## config.mk

```make
export PLATFORM = sky130hd
export DESIGN_NAME = rf_core_8x16_flat
export DESIGN_NICKNAME = d
export VERILOG_FILES = /design/src/rtl/rf_core_8x16_pkg.sv /design/src/rtl/rf_core_8x16_if.sv /design/src/rtl/rf_read_port.sv /design/src/rtl/rf_core_8x16.sv /design/src/flat_wrapper.sv
export SDC_FILE = /design/constraint.sdc
export NUM_CORES = 1
export LEC_CHECK = 0
export CORE_UTILIZATION = 54
export DETAILED_ROUTE_END_ITERATION = 8
export GPL_ROUTABILITY_DRIVEN = 0
export GPL_TIMING_DRIVEN = 0
export HOLD_SLACK_MARGIN = 0.1
export PLACE_DENSITY = 0.85
export SLEW_MARGIN = 40
export SYNTH_ARGS = -nofsm -noshare
export SYNTH_HDL_FRONTEND = slang
export SYNTH_SLANG_ARGS = --single-unit
```

## constraint.sdc

```tcl
create_clock -name clk -period 4.6 [get_ports clk]
set_clock_uncertainty 0.2 [all_clocks]
set_input_delay 0.46 -clock clk [delete_from_list [all_inputs] [get_ports clk]]
set_output_delay 0.46 -clock clk [all_outputs]
set_load 0.1 [all_outputs]
```

## src/rtl/rf_core_8x16_pkg.sv

```systemverilog
// Shared types and constants for the WISC 8x16 register file.
// Consumers: rf_core_8x16_if, rf_read_port, rf_core_8x16.
package rf_core_8x16_pkg;

  localparam int DATA_W = 16;
  localparam int NREGS  = 8;
  localparam int ADDR_W = 3;
  localparam int CNT_W  = 2;
  localparam int NPORTS = 2;

  typedef logic [ADDR_W-1:0] reg_addr_t;
  typedef logic [DATA_W-1:0] reg_data_t;
  typedef logic [CNT_W-1:0]  sb_cnt_t;

  // Highest in-flight write count a register can track.
  localparam sb_cnt_t SB_CNT_MAX = 2'd3;

  // Writeback request as seen by storage and the read-port bypass.
  typedef struct packed {
    logic      en;
    reg_addr_t addr;
    reg_data_t data;
  } wr_req_t;

  // Read-port response.
  typedef struct packed {
    reg_data_t data;
    logic      busy;
  } rd_rsp_t;

  // One-hot register select, all zero when en is low.
  function automatic logic [NREGS-1:0] dec_onehot(input logic en, input reg_addr_t a);
    dec_onehot    = '0;
    dec_onehot[a] = en;
  endfunction

endpackage

```

## src/rtl/rf_core_8x16_if.sv

```systemverilog
// Issue/writeback/read bus of the register file.
// master = decode/writeback side, slave = register file.
interface rf_core_8x16_if;
  import rf_core_8x16_pkg::*;

  logic                   issue_en;
  reg_addr_t              issue_reg;
  logic                   wr_en;
  reg_addr_t              wr_reg;
  reg_data_t              wr_data;
  reg_addr_t              rd1_reg;
  reg_addr_t              rd2_reg;
  reg_data_t              rd1_data;
  reg_data_t              rd2_data;
  logic                   rd1_busy;
  logic                   rd2_busy;
  logic [NREGS*DATA_W-1:0] regs_flat;
  logic                   sb_err;

  modport master (
    output issue_en, issue_reg, wr_en, wr_reg, wr_data, rd1_reg, rd2_reg,
    input  rd1_data, rd2_data, rd1_busy, rd2_busy, regs_flat, sb_err
  );

  modport slave (
    input  issue_en, issue_reg, wr_en, wr_reg, wr_data, rd1_reg, rd2_reg,
    output rd1_data, rd2_data, rd1_busy, rd2_busy, regs_flat, sb_err
  );

endinterface

```

## src/rtl/rf_read_port.sv

```systemverilog
// One register-file read port: 8:1 data select plus busy lookup.
// Optional macro RF_BYPASS_EN: same-cycle writeback forwarding onto the
// port, and busy drop when that write retires the last outstanding one.
module rf_read_port
  import rf_core_8x16_pkg::*;
(
  input  logic [NREGS-1:0][DATA_W-1:0] regs,
  input  logic [NREGS-1:0][CNT_W-1:0]  cnt,
  input  wr_req_t                      wr,
  input  reg_addr_t                    addr,
  output rd_rsp_t                      rsp
);

  reg_data_t sel_data;
  sb_cnt_t   sel_cnt;

  assign sel_data = regs[addr];
  assign sel_cnt  = cnt[addr];

`ifdef RF_BYPASS_EN
  logic hit;
  assign hit      = wr.en && (wr.addr == addr);
  assign rsp.data = hit ? wr.data : sel_data;
  // A matching write that retires the final in-flight write clears busy now.
  assign rsp.busy = (sel_cnt != '0) && !(hit && (sel_cnt == sb_cnt_t'(1)));
`else
  logic unused_wr;
  assign unused_wr = ^wr;
  assign rsp.data  = sel_data;
  assign rsp.busy  = (sel_cnt != '0);
`endif

endmodule

```

## src/rtl/rf_core_8x16.sv

```systemverilog
// WISC architectural register file: 8 x 16-bit, one write, two read ports,
// plus a per-register in-flight write scoreboard for RAW stall detection.
// Optional macro RF_BYPASS_EN enables write-through on the read ports
// (regs_flat always shows registered state).
module rf_core_8x16
  import rf_core_8x16_pkg::*;
(
  input logic           clk,
  input logic           rst_n,
  rf_core_8x16_if.slave bus
);

  logic [NREGS-1:0][DATA_W-1:0] regs;
  logic [NREGS-1:0][CNT_W-1:0]  cnt;
  logic [NREGS-1:0][CNT_W-1:0]  cnt_nxt;
  logic                         sb_err;
  logic                         err_set;
  logic [NREGS-1:0]             iss_hit;
  logic [NREGS-1:0]             wr_hit;
  wr_req_t                      wr;

  logic [NPORTS-1:0][ADDR_W-1:0] rd_addr;
  rd_rsp_t [NPORTS-1:0]          rd_rsp;

  assign wr      = '{en: bus.wr_en, addr: bus.wr_reg, data: bus.wr_data};
  assign iss_hit = dec_onehot(bus.issue_en, bus.issue_reg);
  assign wr_hit  = dec_onehot(bus.wr_en, bus.wr_reg);

  // Register storage: single write port, every register writable incl. R0.
  always_ff @(posedge clk or negedge rst_n) begin
    if (!rst_n)     regs <= '0;
    else if (wr.en) regs[wr.addr] <= wr.data;
  end

  // Scoreboard next state: issue increments, writeback decrements, both cancel;
  // saturation and underflow hold the count and flag an error.
  always_comb begin
    cnt_nxt = cnt;
    err_set = 1'b0;
    for (int i = 0; i < NREGS; i++) begin
      if (iss_hit[i] && !wr_hit[i]) begin
        if (cnt[i] == SB_CNT_MAX) err_set    = 1'b1;
        else                      cnt_nxt[i] = cnt[i] + 1'b1;
      end else if (wr_hit[i] && !iss_hit[i]) begin
        if (cnt[i] == '0) err_set    = 1'b1;
        else              cnt_nxt[i] = cnt[i] - 1'b1;
      end
    end
  end

  // Scoreboard counters and sticky error flag.
  always_ff @(posedge clk or negedge rst_n) begin
    if (!rst_n) begin
      cnt    <= '0;
      sb_err <= 1'b0;
    end else begin
      cnt    <= cnt_nxt;
      sb_err <= sb_err | err_set;
    end
  end

  assign rd_addr = {bus.rd2_reg, bus.rd1_reg};

  for (genvar p = 0; p < NPORTS; p++) begin : g_rd
    rf_read_port u_rd (
      .regs (regs),
      .cnt  (cnt),
      .wr   (wr),
      .addr (rd_addr[p]),
      .rsp  (rd_rsp[p])
    );
  end

  assign bus.rd1_data  = rd_rsp[0].data;
  assign bus.rd1_busy  = rd_rsp[0].busy;
  assign bus.rd2_data  = rd_rsp[1].data;
  assign bus.rd2_busy  = rd_rsp[1].busy;
  assign bus.regs_flat = regs;
  assign bus.sb_err    = sb_err;

endmodule

```

## src/flat_wrapper.sv

```systemverilog
// flat-port wrapper written by rule: the top's interface ports become plain ports
module rf_core_8x16_flat import rf_core_8x16_pkg::*;
  (clk, rst_n, bus_issue_en, bus_issue_reg, bus_wr_en, bus_wr_reg, bus_wr_data, bus_rd1_reg, bus_rd2_reg, bus_rd1_data, bus_rd2_data, bus_rd1_busy, bus_rd2_busy, bus_regs_flat, bus_sb_err);
  rf_core_8x16_if bus_i ();
  input logic clk;
  input logic rst_n;
  input wire logic [$bits(bus_i.issue_en)-1:0] bus_issue_en;
  input wire logic [$bits(bus_i.issue_reg)-1:0] bus_issue_reg;
  input wire logic [$bits(bus_i.wr_en)-1:0] bus_wr_en;
  input wire logic [$bits(bus_i.wr_reg)-1:0] bus_wr_reg;
  input wire logic [$bits(bus_i.wr_data)-1:0] bus_wr_data;
  input wire logic [$bits(bus_i.rd1_reg)-1:0] bus_rd1_reg;
  input wire logic [$bits(bus_i.rd2_reg)-1:0] bus_rd2_reg;
  output wire logic [$bits(bus_i.rd1_data)-1:0] bus_rd1_data;
  output wire logic [$bits(bus_i.rd2_data)-1:0] bus_rd2_data;
  output wire logic [$bits(bus_i.rd1_busy)-1:0] bus_rd1_busy;
  output wire logic [$bits(bus_i.rd2_busy)-1:0] bus_rd2_busy;
  output wire logic [$bits(bus_i.regs_flat)-1:0] bus_regs_flat;
  output wire logic [$bits(bus_i.sb_err)-1:0] bus_sb_err;
  assign bus_i.issue_en = bus_issue_en;
  assign bus_i.issue_reg = bus_issue_reg;
  assign bus_i.wr_en = bus_wr_en;
  assign bus_i.wr_reg = bus_wr_reg;
  assign bus_i.wr_data = bus_wr_data;
  assign bus_i.rd1_reg = bus_rd1_reg;
  assign bus_i.rd2_reg = bus_rd2_reg;
  assign bus_rd1_data = bus_i.rd1_data;
  assign bus_rd2_data = bus_i.rd2_data;
  assign bus_rd1_busy = bus_i.rd1_busy;
  assign bus_rd2_busy = bus_i.rd2_busy;
  assign bus_regs_flat = bus_i.regs_flat;
  assign bus_sb_err = bus_i.sb_err;
  rf_core_8x16 u_core (.clk(clk), .rst_n(rst_n), .bus(bus_i));
endmodule
```

After elaboration in Yosys (flattened, before gate mapping)
Index checks and enable logic that the tools add are counted.
- bits of input ports: 32
- bits in registers: 145
- logic and storage cells: 205
- multiplexer cells: 79
- add/sub/neg operators: 16
- magnitude comparators: 6
- equal/unequal tests: 24
- reduce and logical (&&, ||, !) cells: 60
- bitwise gates (word level): 3
- operators with widths (cell ; count):
    128-bit bitwise mux ; 1
    16-bit binary-select mux with 3-bit select ; 2
    2-bit two-way mux ; 34
    16-bit demux with 3-bit select ; 1
    16-bit two-way mux ; 3
    1-bit two-way mux ; 34
    3-bit AND reduction ; 8
    2-bit nonzero test ; 10
    1-bit logical AND ; 18
    2-bit by 1-bit adder with 2-bit output (second input constant) ; 8
    8-bit bitwise AND ; 2
    2-bit == test (second input constant) ; 8
    1-bit zero test ; 16
    2-bit zero test ; 8
    3-bit by 4-bit < comparator with 1-bit output (second input constant) ; 4
    2-bit by 1-bit != test with 1-bit output (second input constant) ; 8
    2-bit != test (second input constant) ; 8
    2-bit by 1-bit subtractor with 2-bit output (second input constant) ; 8
    2-bit binary-select mux with 3-bit select ; 2
    1-bit demux with 3-bit select ; 2
    3-bit by 1-bit >= comparator with 1-bit output (second input constant) ; 2
    1-bit OR ; 1

Logic depth before layout (Yosys ltp)
- depth after elaboration: 31
- depth in mapped cells: 7
- mapped depth without buffers: 5

Cells and area by module
Synthesis repeated with hierarchy kept, for this count alone.
- cell total of the unflattened synthesis: 669
- area total of the unflattened synthesis: 8378.0 sq um
- by module, submodules not included (module ; cells each ; area each (sq um) ; seq. area each (sq um) ; instances):
    rf_core_8x16 ; 457 ; 6115.9 ; 3628.5 ; 1
    rf_read_port ; 106 ; 1131.1 ; 0.0 ; 2

Worst setup path before layout
OpenSTA, ideal clock, no wires.
- kind: input to output
- start: input port bus_rd1_reg[0]
- end: output port bus_rd1_busy
- arrival time: 2.974 ns
- required time: 3.940 ns
- path buffers: 2
- path slack: 0.966 ns
- stages: 4
- cells stage by stage: buf_2 > buf_2 > mux4_2 > a21oi_1
- cells in the longest elaborated chain, start to end: 3
- ends and longest elaborated chain (what ; RTL line ; RTL):
    start: declaration ; flat_wrapper.sv:12 ; input wire logic [$bits(bus_i.rd1_reg)-1:0] bus_rd1_reg;
    2-bit binary-select mux with 3-bit select ; rf_read_port.sv:18 ; assign sel_cnt = cnt[addr];
    2-bit two-way mux (not written as such) ; rf_read_port.sv:18 ;
    2-bit nonzero test ; rf_read_port.sv:30 ; assign rsp.busy = (sel_cnt != '0);
    end: declaration ; flat_wrapper.sv:16 ; output wire logic [$bits(bus_i.rd1_busy)-1:0] bus_rd1_busy;
Every way passes these cells. The select of a mux whose other input is x is not followed.

Worst setup path after layout
- start: input port bus_rd1_reg[1]
- end: output port bus_rd1_busy
The elaborated chain is that of the path after synthesis.

==> impl_metrics.csv <==
group,metric,value,unit
placement,dp.cells,947,
logic_synthesis,count_of_distinct_cell_types_in_the_synthesized_netlist,39,
setup_path,worst_ep_required_time,3.94,ns
cells_and_area,area.growth.synth_to_final,24.3,%
floorplanning,dieHeight,123,um
placement,number_of_input_and_output_port_buffers_inserted,185,
power,ir_drop,461,uV
cts,tritoncts_clock_tree,"built",
floorplanning,core-area,14100,um^2
detailed_routing,antenna_left,0,
sta,totalNegativeSetupSlack,0,ns
logic_synthesis,synth.yosys.seq_area_share,45.9,%
sta,period_minus_slack,3.43,ns
grt,grt_antenna_before_repair,0,
cells_and_area,mostFrequentLayoutCell,"buf_2",
logic_synthesis,syn_area_per_cell,13.6,um^2
cells_and_area,ff_latch_area,3630,um^2
cts,cell_chosen_for_the_clock_root,"clkbuf_16",
floorplanning,ios,195,
grt,first_global_vias,6414,
logic_synthesis,synth_warnings,0,
sta,setup-violations-final,0,
sta,max_freq,0.292,GHz
detailed_routing,vias,6289,
sta,period_share,74.5,%
cts,clock_latency,0.43,ns
sta,grt_setup_unrepaired,"no",
floorplanning,die_x,123,um
setup_path,timing.reg2reg.setup_slack,2.79,ns
run_status,run_status,"finished, final reports clean",
sta,final-max-slew-violation-count,0,
grt,grt_usage,33.4,%
detailed_routing,drt-initial-drc-count,625,
floorplanning,num_rows,43,
cts,cts_inserted_buffers,17,
cts,cts_htree_levels,4,
logic_synthesis,synth_enable_flop_cells,0,
flow_run,drv.max_cap_violation_count,0,
cells_and_area,drive_above_1_share,53.6,%
detailed_routing,route.detailed.wl_per_inst,24.4,um
logic_synthesis,ys_ff_latch,145,
logic_synthesis,synthFlopType,"dfrtp_1",
placement,placement.cell_area,9200,um^2
logic_synthesis,async_flop_share,100,%
floorplanning,die_area,15100,um^2
grt,first_pass_grt_wire_length,36400,um
detailed_routing,drt-pass1-iter-count,7,
sta,worstMarginPinSlew,0.865,ns
logic_synthesis,synthesis.area,7900,um^2
detailed_routing,wirelength,23900,um
cts,cts.sinks,145,
setup_path,timing.critical_path.from_type,"input port",
detailed_routing,route.detailed.drc,0,
setup_path,worst_setup_path_end_kind,"output pin",
cells_and_area,finish.net_count,819,
sta,slew-limit-headroom,42.3,%
power,p_total,6.98,mW
power,p_per_area,711,nW/um^2
cts,cts_buffer_depth,2,
logic_synthesis,syn-instance-count,581,
grt,grt.overflow.total,0,
cells_and_area,layout_common_cells,"buf_2, dfrtp_1, mux2_2, mux4_2, nand2_1",
cells_and_area,fill_cells,1000,
cells_and_area,final_area,9820,um^2
power,p_leak,4.37,nW
setup_path,setup.worst_path.class,"in -> out",
detailed_routing,route.detailed.vias_per_inst,6.42,
cells_and_area,num_antenna_cells,0,
setup_path,timing.critical_path.arrival,2.77,ns
hold_path,hold_class,"reg -> reg",
cells_and_area,multiInputGateArea,4080,um^2
cells_and_area,layoutNonFillerInstCount,980,
logic_synthesis,synthesized_nets,613,
floorplanning,initial_core_util,56.1,%
cts,cts.clk_slew.worst_paths,0.06,ns
setup_path,critical_path.max_fanout,10,
grt,grt_max_degree,75,
cts,cts_resized,0,
sta,finalHoldViolations,0,
placement,dp_hpwl,16200,um
routing by layer:
| layer | part of all wire (%) | track usage, % | vias to the layer above |
|---|---|---|---|
| met3 | 8.3 | 7.33 | 61 |
| met1 | 38 | 43.9 | 3239 |
| met2 | 50 | 53.7 | 353 |
| li1 | - | - | 2636 |
| met5 | 0 | 0 | - |
| met4 | 2.9 | 14.9 | 0 |
synthesized netlist by cell type, types with 3 or more instances:
| cell type | n | share of area [%] |
|---|---|---|
| nand4b_1 | 5 | 0.55 |
| nand4_1 | 4 | 0.32 |
| buf_2 | 14 | 0.89 |
| inv_1 | 5 | 0.24 |
| nor2b_1 | 5 | 0.40 |
| o211ai_1 | 5 | 0.48 |
| nand2_1 | 65 | 3.1 |
| mux2_2 | 144 | 21 |
| nand3_1 | 6 | 0.38 |
| nand2b_1 | 5 | 0.40 |
| nor3_1 | 6 | 0.38 |
| a21oi_1 | 20 | 1.3 |
| o21ai_0 | 14 | 0.89 |
| mux4_2 | 66 | 19 |
| nor2_1 | 16 | 0.76 |
| dfrtp_1 | 145 | 46 |
| clkbuf_1 | 22 | 1.0 |
| buf_1 | 3 | 0.14 |
| a211oi_1 | 4 | 0.38 |
| nor4bb_1 | 3 | 0.38 |
final timing paths:
kind	start	end	cells after the start
min	u_core.bus.regs_flat[78]	u_core.bus.regs_flat[78]	2
min in group asynchronous	rst_n	u_core.bus.regs_flat[76]	2
max	bus_rd1_reg[1]	bus_rd1_busy	5
min reg2reg	u_core.bus.regs_flat[78]	u_core.bus.regs_flat[78]	2
max reg2reg	u_core.cnt[6]	u_core.bus.sb_err	5
max in group asynchronous	rst_n	u_core.bus.regs_flat[18]	3
registers in the layout, indices dropped and copies added, names as in the netlist:
| register | count |
|---|---|
| u_core.bus.regs_flat | 128 |
| u_core.bus.sb_err | 1 |
| u_core.cnt | 16 |
kinds of logic after synthesis:
group / count (synthesis) / share of synthesized area (%)
AOI/OAI and AO/OA: 49 / 3.58
DFF: 145 / 45.9
and+or+nand+nor: 131 / 8.66
buffers and inverters: 46 / 2.50
muxes: 210 / 39.3
where the power goes:
part | internal [mW] | switching (mW) | total (mW)
clock | 0.898 | 0.533 | 1.43
sequential | 1.55 | 0.311 | 1.86
combinational | 0.745 | 2.94 | 3.69
total | 3.20 | 3.79 | 6.98
repair_timing:
action,in CTS,in global routing
endpoints found under the hold margin,73,0
hold buffers,1,0
setup buffers,0,0
worst max-delay path, cell delays in order:
cell	delay [ns]
clkbuf_1	0.54
clkbuf_1	0.63
mux4_2	0.41
a21oi_1	0.25
buf_2	0.47
through the flow:
step / util, % / hold slack [ns] / worst slack (ns)
floorplan: - / -0.0356 / 0.966
global placement: 70.8 / 0.300 / -2.65
detailed placement: 65.2 / 0.272 / 1.22
CTS: 69.6 / 0.332 / 1.19
global route: 69.7 / 0.343 / 1.17
finish: 69.7 / 0.341 / 1.17
cell type report:
type / count / area share [%]
Timing Repair Buffer: 187 / 11.0
Inverter: 5 / 0.191
Tap cell: 180 / 2.29
Buffer: 41 / 1.89
Multi-Input combinational cell: 390 / 41.5
Clock inverter: 8 / 1.29
Clock buffer: 24 / 4.91
Sequential cell: 145 / 37.0
(Power assumes the default switching activity.)
